**src/rtl/svc_rv_io_pkg.sv**
```systemverilog
// Shared register map, STATUS bit positions and UART state encodings for svc_rv_io_uart.
package svc_rv_io_pkg;

   localparam logic [1:0] REG_DATA   = 2'd0;
   localparam logic [1:0] REG_STATUS = 2'd1;
   localparam logic [1:0] REG_DIV    = 2'd2;
   localparam logic [1:0] REG_RSVD   = 2'd3;

   localparam int unsigned ST_TX_FULL      = 0;
   localparam int unsigned ST_TX_EMPTY     = 1;
   localparam int unsigned ST_RX_VALID     = 2;
   localparam int unsigned ST_RX_OVERRUN   = 3;
   localparam int unsigned ST_RX_FRAME_ERR = 4;

   typedef enum logic [1:0] {TX_IDLE, TX_START, TX_DATA, TX_STOP} tx_state_e;
   typedef enum logic [1:0] {RX_IDLE, RX_START, RX_DATA, RX_STOP} rx_state_e;

   // A divisor below 2 would leave no room for the mid-bit sample point.
   function automatic logic [15:0] eff_div(input logic [15:0] d);
      return (d < 16'd2) ? 16'd2 : d;
   endfunction

endpackage

```
**src/rtl/svc_sync_fifo.sv**
```systemverilog
// Single-clock FIFO with first-word-fall-through read; a push while full is dropped.
module svc_sync_fifo #(
   parameter int unsigned DW    = 8,
   parameter int unsigned DEPTH = 16
) (
   input  logic          clk,
   input  logic          rst_n,
   input  logic          push_i,
   input  logic [DW-1:0] wdata_i,
   input  logic          pop_i,
   output logic [DW-1:0] rdata_o,
   output logic          full_o,
   output logic          empty_o
);

   localparam int unsigned AW = $clog2(DEPTH);

   logic [DW-1:0] mem_q [DEPTH];
   logic [AW:0]   wr_ptr_q, wr_ptr_d;
   logic [AW:0]   rd_ptr_q, rd_ptr_d;
   logic          do_push, do_pop;

   assign empty_o = (wr_ptr_q == rd_ptr_q);
   assign full_o  = (wr_ptr_q[AW] != rd_ptr_q[AW]) &&
                    (wr_ptr_q[AW-1:0] == rd_ptr_q[AW-1:0]);
   assign rdata_o = mem_q[rd_ptr_q[AW-1:0]];

   assign do_push = push_i && !full_o;
   assign do_pop  = pop_i && !empty_o;

   always_comb begin
      wr_ptr_d = wr_ptr_q;
      rd_ptr_d = rd_ptr_q;
      if (do_push) wr_ptr_d = wr_ptr_q + 1'b1;
      if (do_pop)  rd_ptr_d = rd_ptr_q + 1'b1;
   end

   always_ff @(posedge clk) begin
      if (!rst_n) begin
         wr_ptr_q <= '0;
         rd_ptr_q <= '0;
      end else begin
         wr_ptr_q <= wr_ptr_d;
         rd_ptr_q <= rd_ptr_d;
      end
   end

   always_ff @(posedge clk) begin
      if (do_push) mem_q[wr_ptr_q[AW-1:0]] <= wdata_i;
   end

endmodule

```
**src/rtl/svc_rv_io_uart.sv**
```systemverilog
// MMIO UART: DATA/STATUS/DIV registers, FIFO-fed transmitter.
// Receiver is compiled in only when SVC_RV_IO_UART_RX_EN is defined.
module svc_rv_io_uart
   import svc_rv_io_pkg::*;
#(
   parameter int unsigned CLKS_PER_BIT  = 868,
   parameter int unsigned TX_FIFO_DEPTH = 16
) (
   input  logic        clk,
   input  logic        rst_n,
   input  logic        io_ren,
   input  logic [31:0] io_raddr,
   output logic [31:0] io_rdata,
   input  logic        io_wen,
   input  logic [31:0] io_waddr,
   input  logic [31:0] io_wdata,
   input  logic [3:0]  io_wstrb,
   output logic        uart_tx,
   input  logic        uart_rx
);

   localparam logic [15:0] DIV_RST = 16'(CLKS_PER_BIT);

   logic [31:0] io_rdata_q, io_rdata_d;
   logic [15:0] div_q, div_d;
   logic        wr_data, wr_div;
   logic        fifo_pop, fifo_full, fifo_empty;
   logic [7:0]  fifo_rdata;
   tx_state_e   tx_state_q, tx_state_d;
   logic [15:0] tx_cnt_q, tx_cnt_d, tx_div_q, tx_div_d;
   logic [7:0]  tx_shift_q, tx_shift_d;
   logic [2:0]  tx_bit_q, tx_bit_d;
   logic        tx_q, tx_d;
   logic        tx_bit_end, tx_empty;
   logic        rx_valid, rx_overrun, rx_frame_err;
   logic [7:0]  rx_byte;
   logic [4:0]  status;
   logic        unused_bits;

   assign unused_bits = ^{io_raddr[31:4], io_raddr[1:0], io_waddr[31:4], io_waddr[1:0],
                          io_wdata[31:16], io_wstrb[3:2]};

   assign wr_data = io_wen && (io_waddr[3:2] == REG_DATA) && io_wstrb[0];
   assign wr_div  = io_wen && (io_waddr[3:2] == REG_DIV);

   svc_sync_fifo #(
      .DW    (8),
      .DEPTH (TX_FIFO_DEPTH)
   ) u_tx_fifo (
      .clk     (clk),
      .rst_n   (rst_n),
      .push_i  (wr_data),
      .wdata_i (io_wdata[7:0]),
      .pop_i   (fifo_pop),
      .rdata_o (fifo_rdata),
      .full_o  (fifo_full),
      .empty_o (fifo_empty)
   );

   always_comb begin
      div_d = div_q;
      if (wr_div && io_wstrb[0]) div_d[7:0]  = io_wdata[7:0];
      if (wr_div && io_wstrb[1]) div_d[15:8] = io_wdata[15:8];
   end

   // ---------------- transmitter ----------------
   assign tx_bit_end = (tx_cnt_q == tx_div_q - 16'd1);
   assign tx_empty   = fifo_empty && (tx_state_q == TX_IDLE);
   assign uart_tx    = tx_q;

   // tx_d tracks the level of the state being entered so the line is registered.
   always_comb begin
      tx_state_d = tx_state_q;
      tx_cnt_d   = tx_cnt_q;
      tx_div_d   = tx_div_q;
      tx_shift_d = tx_shift_q;
      tx_bit_d   = tx_bit_q;
      tx_d       = tx_q;
      fifo_pop   = 1'b0;
      case (tx_state_q)
         TX_IDLE: begin
            tx_d = 1'b1;
            if (!fifo_empty) begin
               fifo_pop   = 1'b1;
               tx_shift_d = fifo_rdata;
               tx_div_d   = eff_div(div_q);
               tx_cnt_d   = '0;
               tx_state_d = TX_START;
               tx_d       = 1'b0;
            end
         end
         TX_START: begin
            if (tx_bit_end) begin
               tx_cnt_d   = '0;
               tx_bit_d   = '0;
               tx_state_d = TX_DATA;
               tx_d       = tx_shift_q[0];
            end else begin
               tx_cnt_d = tx_cnt_q + 16'd1;
            end
         end
         TX_DATA: begin
            if (tx_bit_end) begin
               tx_cnt_d = '0;
               if (tx_bit_q == 3'd7) begin
                  tx_state_d = TX_STOP;
                  tx_d       = 1'b1;
               end else begin
                  tx_bit_d   = tx_bit_q + 3'd1;
                  tx_shift_d = {1'b0, tx_shift_q[7:1]};
                  tx_d       = tx_shift_q[1];
               end
            end else begin
               tx_cnt_d = tx_cnt_q + 16'd1;
            end
         end
         TX_STOP: begin
            if (tx_bit_end) begin
               tx_cnt_d = '0;
               if (!fifo_empty) begin
                  fifo_pop   = 1'b1;
                  tx_shift_d = fifo_rdata;
                  tx_div_d   = eff_div(div_q);
                  tx_state_d = TX_START;
                  tx_d       = 1'b0;
               end else begin
                  tx_state_d = TX_IDLE;
                  tx_d       = 1'b1;
               end
            end else begin
               tx_cnt_d = tx_cnt_q + 16'd1;
            end
         end
         default: tx_state_d = TX_IDLE;
      endcase
   end

   always_ff @(posedge clk) begin
      if (!rst_n) begin
         tx_state_q <= TX_IDLE;
         tx_cnt_q   <= '0;
         tx_div_q   <= 16'd2;
         tx_shift_q <= '0;
         tx_bit_q   <= '0;
         tx_q       <= 1'b1;
         div_q      <= DIV_RST;
         io_rdata_q <= '0;
      end else begin
         tx_state_q <= tx_state_d;
         tx_cnt_q   <= tx_cnt_d;
         tx_div_q   <= tx_div_d;
         tx_shift_q <= tx_shift_d;
         tx_bit_q   <= tx_bit_d;
         tx_q       <= tx_d;
         div_q      <= div_d;
         io_rdata_q <= io_rdata_d;
      end
   end

   // ---------------- receiver ----------------
`ifdef SVC_RV_IO_UART_RX_EN
   logic        rx_s1_q, rx_s2_q, rx_s3_q;
   rx_state_e   rx_state_q, rx_state_d;
   logic [15:0] rx_cnt_q, rx_cnt_d, rx_div_q, rx_div_d;
   logic [2:0]  rx_bit_q, rx_bit_d;
   logic [7:0]  rx_shift_q, rx_shift_d, rx_byte_q, rx_byte_d;
   logic        rx_valid_q, rx_valid_d, rx_ovr_q, rx_ovr_d, rx_ferr_q, rx_ferr_d;
   logic        rx_done, rx_stop_ok, rd_data, wr_status, rx_bit_end;

   assign rd_data    = io_ren && (io_raddr[3:2] == REG_DATA);
   assign wr_status  = io_wen && (io_waddr[3:2] == REG_STATUS) && io_wstrb[0];
   assign rx_bit_end = (rx_cnt_q == rx_div_q - 16'd1);

   always_comb begin
      rx_state_d = rx_state_q;
      rx_cnt_d   = rx_cnt_q;
      rx_div_d   = rx_div_q;
      rx_bit_d   = rx_bit_q;
      rx_shift_d = rx_shift_q;
      rx_done    = 1'b0;
      rx_stop_ok = 1'b0;
      case (rx_state_q)
         RX_IDLE: begin
            if (rx_s3_q && !rx_s2_q) begin
               rx_state_d = RX_START;
               rx_cnt_d   = '0;
               rx_div_d   = eff_div(div_q);
            end
         end
         RX_START: begin
            if (rx_cnt_q == (rx_div_q >> 1) - 16'd1) begin
               rx_cnt_d   = '0;
               rx_bit_d   = '0;
               rx_state_d = rx_s2_q ? RX_IDLE : RX_DATA;
            end else begin
               rx_cnt_d = rx_cnt_q + 16'd1;
            end
         end
         RX_DATA: begin
            if (rx_bit_end) begin
               rx_cnt_d   = '0;
               rx_shift_d = {rx_s2_q, rx_shift_q[7:1]};
               if (rx_bit_q == 3'd7) rx_state_d = RX_STOP;
               else                  rx_bit_d   = rx_bit_q + 3'd1;
            end else begin
               rx_cnt_d = rx_cnt_q + 16'd1;
            end
         end
         RX_STOP: begin
            if (rx_bit_end) begin
               rx_cnt_d   = '0;
               rx_done    = 1'b1;
               rx_stop_ok = rx_s2_q;
               rx_state_d = RX_IDLE;
            end else begin
               rx_cnt_d = rx_cnt_q + 16'd1;
            end
         end
         default: rx_state_d = RX_IDLE;
      endcase
   end

   // A byte landing in the same cycle as a DATA read replaces the one being consumed.
   always_comb begin
      rx_valid_d = rx_valid_q;
      rx_ovr_d   = rx_ovr_q;
      rx_ferr_d  = rx_ferr_q;
      rx_byte_d  = rx_byte_q;
      if (rd_data) rx_valid_d = 1'b0;
      if (wr_status && io_wdata[3]) rx_ovr_d  = 1'b0;
      if (wr_status && io_wdata[4]) rx_ferr_d = 1'b0;
      if (rx_done) begin
         if (!rx_stop_ok) begin
            rx_ferr_d = 1'b1;
         end else if (rx_valid_q && !rd_data) begin
            rx_ovr_d = 1'b1;
         end else begin
            rx_byte_d  = rx_shift_q;
            rx_valid_d = 1'b1;
         end
      end
   end

   always_ff @(posedge clk) begin
      if (!rst_n) begin
         rx_s1_q    <= 1'b1;
         rx_s2_q    <= 1'b1;
         rx_s3_q    <= 1'b1;
         rx_state_q <= RX_IDLE;
         rx_cnt_q   <= '0;
         rx_div_q   <= 16'd2;
         rx_bit_q   <= '0;
         rx_shift_q <= '0;
         rx_byte_q  <= '0;
         rx_valid_q <= 1'b0;
         rx_ovr_q   <= 1'b0;
         rx_ferr_q  <= 1'b0;
      end else begin
         rx_s1_q    <= uart_rx;
         rx_s2_q    <= rx_s1_q;
         rx_s3_q    <= rx_s2_q;
         rx_state_q <= rx_state_d;
         rx_cnt_q   <= rx_cnt_d;
         rx_div_q   <= rx_div_d;
         rx_bit_q   <= rx_bit_d;
         rx_shift_q <= rx_shift_d;
         rx_byte_q  <= rx_byte_d;
         rx_valid_q <= rx_valid_d;
         rx_ovr_q   <= rx_ovr_d;
         rx_ferr_q  <= rx_ferr_d;
      end
   end

   assign rx_valid     = rx_valid_q;
   assign rx_overrun   = rx_ovr_q;
   assign rx_frame_err = rx_ferr_q;
   assign rx_byte      = rx_byte_q;
`else
   logic unused_rx;
   assign unused_rx    = uart_rx;
   assign rx_valid     = 1'b0;
   assign rx_overrun   = 1'b0;
   assign rx_frame_err = 1'b0;
   assign rx_byte      = '0;
`endif

   // ---------------- read path ----------------
   always_comb begin
      status                  = '0;
      status[ST_TX_FULL]      = fifo_full;
      status[ST_TX_EMPTY]     = tx_empty;
      status[ST_RX_VALID]     = rx_valid;
      status[ST_RX_OVERRUN]   = rx_overrun;
      status[ST_RX_FRAME_ERR] = rx_frame_err;
   end

   always_comb begin
      io_rdata_d = io_rdata_q;
      if (io_ren) begin
         case (io_raddr[3:2])
            REG_DATA:   io_rdata_d = {24'b0, rx_byte};
            REG_STATUS: io_rdata_d = {27'b0, status};
            REG_DIV:    io_rdata_d = {16'b0, div_q};
            REG_RSVD:   io_rdata_d = '0;
            default:    io_rdata_d = '0;
         endcase
      end
   end

   assign io_rdata = io_rdata_q;

endmodule

```
**config.mk**
```make
export PLATFORM = sky130hd
export DESIGN_NAME = svc_rv_io_uart
export DESIGN_NICKNAME = d
export VERILOG_FILES = /design/src/rtl/svc_rv_io_pkg.sv /design/src/rtl/svc_sync_fifo.sv /design/src/rtl/svc_rv_io_uart.sv
export SDC_FILE = /design/constraint.sdc
export NUM_CORES = 1
export LEC_CHECK = 0
export ABC_AREA = 1
export ABC_CLOCK_PERIOD_IN_PS = 2440
export CORE_ASPECT_RATIO = 0.5
export CORE_UTILIZATION = 55
export DETAILED_ROUTE_END_ITERATION = 8
export GPL_TIMING_DRIVEN = 0
export HOLD_SLACK_MARGIN = 0.08
export PLACE_DENSITY = 0.88
export SYNTH_ARGS = -nofsm -noshare
export SYNTH_HDL_FRONTEND = slang
export SYNTH_SLANG_ARGS = --single-unit
```
**constraint.sdc**
```tcl
create_clock -name clk -period 2.44 [get_ports clk]
set_input_delay 0.732 -clock clk [delete_from_list [all_inputs] [get_ports clk]]
set_output_delay 0.732 -clock clk [all_outputs]
set_load 0.01 [all_outputs]
```
After elaboration in Yosys (flattened, before gate mapping). Memory sizes are Yosys's and may differ from the RTL's. A register that Yosys moved wholly into a read port is not among the register bits. Index checks and enable logic that the tools add are counted.

Bits in registers: 104. Bits in writable memories: 128. Input bits: 105. Output and inout bits: 33. Logic and storage cells: 97. Memories: 1.

Memory list: u_tx_fifo.mem_q (depth 16, width 8, rd ports 1, clocked after memory_dff 1, wr ports 1, RTL line svc_sync_fifo.sv:18) `logic [DW-1:0] mem_q [DEPTH];`.

Add/subtract/negate cells: 5. Magnitude comparators: 1. Equal/unequal tests: 18. Mux-type cells: 37. Reduce and logical (&&, ||, !) cells: 24.

Operators by type and width (number): 32-bit case mux with 3 select lines (1); 16-bit 2-to-1 mux (5); 16-bit case mux with 2 select lines (2); 8-bit 2-to-1 mux (4); 8-bit case mux with 3 select lines (1); 16-bit by 1-bit adder with 16-bit output (second input constant) (1); 16-bit == test (1); 16-bit by 2-bit < comparator with 1-bit output (second input constant) (1); 16-bit by 1-bit subtractor with 16-bit output (second input constant) (1); 2-bit inequality test (second input constant) (6); 5-bit by 1-bit adder with 5-bit output (second input constant) (2); 2-bit == test (second input constant) (5); 1-bit 2-to-1 mux (10); 2-bit 2-to-1 mux (5); 1-bit logical AND (9); 3-bit 2-to-1 mux (3); 4-bit 2-to-1 mux (2); 2-bit case mux with 4 select lines (1); 4-bit AND reduction (2); 2-bit logical NOT (3); 3-bit case mux with 2 select lines (1); 5-bit == test (1); 5-bit AND reduction (1); 2-bit by 1-bit == test with 1-bit output (second input constant) (2); 13 further kinds (15).

Depth between registers and ports, before layout.
Depth after elaboration: 7. Gate-level depth with buffers: 17. Depth with buffers taken out: 16.

Modules after synthesis. From an unflattened synthesis, not the netlist that was laid out.

Cells, all modules: 1269. Area, all modules: 10776.6 µm².

By module, submodules not included: svc_sync_fifo (instances 1, cells an instance 535, area an instance 6050.8 µm², sequential area each 4124.0 µm²); svc_rv_io_uart (instances 1, cells an instance 734, area an instance 4725.8 µm², sequential area each 1561.5 µm²).

Least setup slack after synthesis. No wires, ideal clock.

Path type: flip-flop to flip-flop. From: reg tx_div_q[0]. To: reg tx_div_q[0]. Library setup time: 0.128 ns. Arrival time: 1.927 ns. Required time: 2.312 ns. Path slack: 0.386 ns. Stages on the path, launching flop included: 17. Buffers on the path: 1. Period minus slack after synthesis: 2.054 ns. Cells stage by stage: dfxtp_1 > inv_2 > ha_1 > inv_1 > nand2_1 > nand2_1 > nor2_1 > nand2_1 > nor2_1 > nand3_1 > nor2_2 > nand2_4 > o21ai_4 > buf_2 > nand3_1 > nand2_1 > nor2_1.

Longest elaborated chain between the ends: 4. Elaborated cells between the ends (all ways): 7. Those cells by class: add/sub: 1; eq/ne: 2; mux: 3; reduce/logical: 1.

RTL lines: start: declaration (RTL line svc_rv_io_uart.sv:30) `logic [15:0] tx_cnt_q, tx_cnt_d, tx_div_q, tx_div_d;`; start signal: assignment (RTL line svc_rv_io_uart.sv:151) `tx_div_q <= tx_div_d;`; 16-bit by 1-bit subtractor with 16-bit output (RTL line svc_rv_io_uart.sv:67) `assign tx_bit_end = (tx_cnt_q == tx_div_q - 16'd1);`; 16-bit == test (RTL line svc_rv_io_uart.sv:67); 2-bit inequality test (no source line); 2-bit AND reduction (no source line).

Parallel ways exist; a longest one is shown, timed or not. The select of a mux whose other input is x is not followed. A chain may end at the register's enable or synchronous reset.

Worst setup path after layout.
From: reg tx_state_q[0]. To: reg u_tx_fifo.rd_ptr_q[2].

Longest elaborated chain between the ends: 3. Elaborated cells between the ends (all ways): 4. Those cells by class: eq/ne: 1; mux: 1; reduce/logical: 2.

RTL lines: start: declaration (RTL line svc_rv_io_uart.sv:29) `tx_state_e tx_state_q, tx_state_d;`; start signal: assignment (RTL line svc_rv_io_uart.sv:149) `tx_state_q <= tx_state_d;`; 2-bit == test or 2-bit logical NOT (tied branches) (RTL line svc_rv_io_uart.sv:80) `case (tx_state_q)`; 1-bit case mux with 2 select lines (*) (RTL line svc_rv_io_uart.sv:80); 1-bit logical AND (*) (RTL line svc_sync_fifo.sv:29) `assign do_pop = pop_i && !empty_o;`; end signal: assignment (RTL line svc_sync_fifo.sv:44) `rd_ptr_q <= rd_ptr_d;`; end: declaration (RTL line svc_sync_fifo.sv:20) `logic [AW:0] rd_ptr_q, rd_ptr_d;`.

Every way passes the cells marked *; elsewhere a longest branch is shown, timed or not.

==> summary.md <==
| Metric | Value |
|---|---|
| Routed Antenna Nets | 0 |
| EDFF count, synth | 128 |
| Drt first pass iters | 7 |
| Fin crit period | 2530 ps |
| Status | finished with violations |
| Req. time, crit path | 2790 ps |
| Worst hold slack | 484 ps |
| Final WL | 29600 um |
| Filler instances | 1255 |
| Final hold violation count | 0 |
| Post-synthesis sequential area ratio | 54.9% |
| RR Startpoint | tx_state_q[0]$_SDFFE_PN0P_ |
| Worst Setup EP | u_tx_fifo.rd_ptr_q[2]$_SDFFE_PN0P_ |
| Most frequent cell after synthesis | nand2_1 |
| Pre-CTS WS | -513 ps |
| Seq cells post-synth | 220 |
| Power Internal | 7520 uW |
| Fin. max-slew vios | 0 |
| # port buffers | 41 |
| Worst min-delay path class | reg -> reg |
| Wire per inst | 19.1 um |
| Multi-input gate area | 4290 sq um |
| Non-Filler Instances | 1547 |
| Netlist Area Pre-Place | 10400 sq um |
| Post-synth cell types | 44 |
| CTS Hold Bufs | 0 |
| Total power | 12000 uW |
| Sw Pwr | 4440 uW |
| Worst setup startpoint | tx_state_q[0]$_SDFFE_PN0P_ |
| Clk_lat worst skew | 510 ps |
| # clock sinks | 220 |
| Reg power frac | 36.5% |
| Post-Place Cells | 1489 |
| Sw Ratio | 37.1% |
| Maximum VDD drop | 0.000660 V |
| Die Ht | 99.1 um |
| Maximum clock path buffer count | 3 |
| Synth Area per Inst | 8.83 sq um |
| Vias per std cell | 5.98 |
| Synth cell count leaders | nand2_1, nor2_1, edfxtp_1 |
| Max H-tree Level | 1 |
| Initial DRC Count | 1255 |
| CTS root buffer | clkbuf_16 |
| Gr usage total | 28.6% |
| CTS clk-pin slew, worst paths | 60 ps |
| Setup tns final | -513 ps |
| Initial antenna violation count | 0 |
| Largest net degree at the start of global routing | 18 |
| Critical path arrival | 2880 ps |
| PwrDens | 979 nW/um^2 |
| Total CTS buffers | 21 |
| Top Ports | 138 |
| Worst Reg-to-Reg Cells | 8 |
| Register Area | 5690 sq um |
| MaxCap Viol Count | 0 |
| Drt drc | 0 |
| Initial core utilization | 56.2% |
| Final Wtd Congestion | 0.930 |
| Share of flip-flops with an asynchronous set or reset | 0% |
| # nets final | 1395 |
| First-pass GRT wire length | 43900 um |
| Die footprint | 19400 sq um |
| Layout cell share with drive strength beyond 1 | 13.4% |
| Lkg Pwr | 0.00460 uW |
| Unrepaired setup endpoints after global routing | yes |
| Antenna Cells | 0 |
| CTS tree | done |
| Largest cells by area after synthesis | edfxtp_1, dfxtp_1, nand2_1, nor2_1, o21ai_0 |
| Syn-to-layout area delta | 17.9% |
| Worst Path Max Fanout | 6 |
| Vias in the first global route | 8595 |
| Reg2reg end | u_tx_fifo.rd_ptr_q[2]$_SDFFE_PN0P_ |
| Final worst slack | -89.5 ps |
| CP startpoint kind | register |
| Number of core rows | 35 |
| Fmax | 395 MHz |
| Hpwl dp | 18600 um |
| Yosys top cell by area | edfxtp_1 |
| Crit path kind | reg -> reg |
| CP endpoint kind | register |
| Die W | 196 um |
| Proportion of power drawn by combinational gates | 37.5% |
| Max_slew headroom | 41.8% |
| Final Skew | 15.3 ps |
| Least-Margin Pin Slew | 870 ps |
| Warnings, synthesis | 0 |
| Syn Inst Count | 1174 |
| Global route overflow | 0 |
| Period utilization | 104% |
| Final setup viols | 15 |
| Area share of the largest cell type after synthesis | 37.1% |
| Violated checks | setup timing |
| Total number of vias | 9257 |
| Clk pwr share | 26.0% |
| Core Area | 18400 sq um |
| Ys flop type | edfxtp_1 |
| Reg-to-reg slack, setup | -90 ps |
## worst min-delay path by stage
stage                          startpoint                    endpoint  depth (start not counted)
4_1_cts             div_q[4]$_SDFFE_PN0P_    io_rdata[4]$_SDFFE_PN0P_                          2
2_1_floorplan  tx_shift_q[2]$_SDFFE_PN0P_  tx_shift_q[2]$_SDFFE_PN0P_                          2
6_report            div_q[4]$_SDFFE_PN0P_    io_rdata[4]$_SDFFE_PN0P_                          2
3_5_place_dp        div_q[4]$_SDFFE_PN0P_    io_rdata[4]$_SDFFE_PN0P_                          2
5_1_grt              uart_tx$_SDFFE_PN1P_        uart_tx$_SDFFE_PN1P_                          2
3_3_place_gp   tx_shift_q[5]$_SDFFE_PN0P_  tx_shift_q[5]$_SDFFE_PN0P_                          2
## cell families after synthesis
kind of cell | count (synthesis) | synth area share, %
fa+ha+maj | 15 | 1.81
other cells | 1 | 0.0362
mux | 2 | 0.193
buf+inv | 148 | 6.27
compound gates | 239 | 12.9
xor+xnor | 23 | 1.94
flops | 220 | 54.9
simple gates | 526 | 22.0
## cells in the final DEF, fill, tap and decap left out, types with 14 or more instances in the layout
cell and count:
dfxtp_1 90, inv_1 69, nor2_2 29, clkdlybuf4s50_1 41
clkbuf_16 21, xor2_1 14, a21oi_1 82, nand4_1 16
nand2_1 200, o21ai_0 105, buf_4 31, clkbuf_1 34
o211ai_1 29, nor2_1 157, nand3_1 63, edfxtp_1 128
conb_1 16, ha_1 14
## per-layer routing
| metal | GRT usage (%) | share of wire [%] | wire length (um) | up-vias |
|---|---|---|---|---|
| met5 | 0 | 0 | 0 | - |
| met4 | 10.9 | 4.1 | 1210 | 0 |
| met3 | 6.02 | 11 | 3230 | 148 |
| met2 | 50.5 | 48 | 14200 | 668 |
| met1 | 34.8 | 37 | 10900 | 4277 |
| li1 | - | - | - | 4164 |
## power by group through the flow
| stage | logic, uW | registers [uW] | clock network, uW |
|---|---|---|---|
| 2_1_floorplan | 2600 | 4370 | 0 |
| 3_3_place_gp | 3350 | 4400 | 0 |
| 3_5_place_dp | 3470 | 4420 | 0 |
| 4_1_cts | 3610 | 4340 | 3080 |
| 5_1_grt | 4840 | 4380 | 3240 |
| 6_report | 4480 | 4370 | 3110 |
## critical path: stages, from the launching register on
cell	delay [ps]
dfxtp_1	450
inv_1	150
ha_1	330
inv_1	130
nand2_1	160
a21oi_1	560
nand2_1	280
nand2_1	200
a21oi_1	100
## final cells by class
cell class,instances,area share (%)
plain buffers,71,3.19
clock buffers,30,4.66
clock inverters,6,0.461
inverters,77,2.41
multi-input cells,821,35.1
flip-flops and latches,220,46.6
well taps,259,2.65
repair buffers,63,4.95
## flip-flops by register name, indices dropped and copies added, names as in the netlist, named ones only
signal,count
tx_bit_q,3
uart_tx,1
u_tx_fifo.rd_ptr_q,5
u_tx_fifo.mem_q,128
div_q,16
tx_shift_q,8
io_rdata,16
tx_div_q,16
u_tx_fifo.wr_ptr_q,5
tx_cnt_q,16
tx_state_q,2
## timing repair
action | 4_1_cts | 5_1_grt
buffers inserted | 0 | 18
endpoints found under the setup margin | 59 | 148
resized for setup | 11 | 87
pin swaps | 3 | 20
gates cloned | 0 | 4
## stage by stage
step	util [%]	area, sq um
2_1_floorplan	-	10400
6_report	66.2	12200
5_1_grt	66.2	12200
3_3_place_gp	60.5	11200
4_1_cts	64.1	11800
3_5_place_dp	60.5	11200
Power figures use the tool's default switching activity.
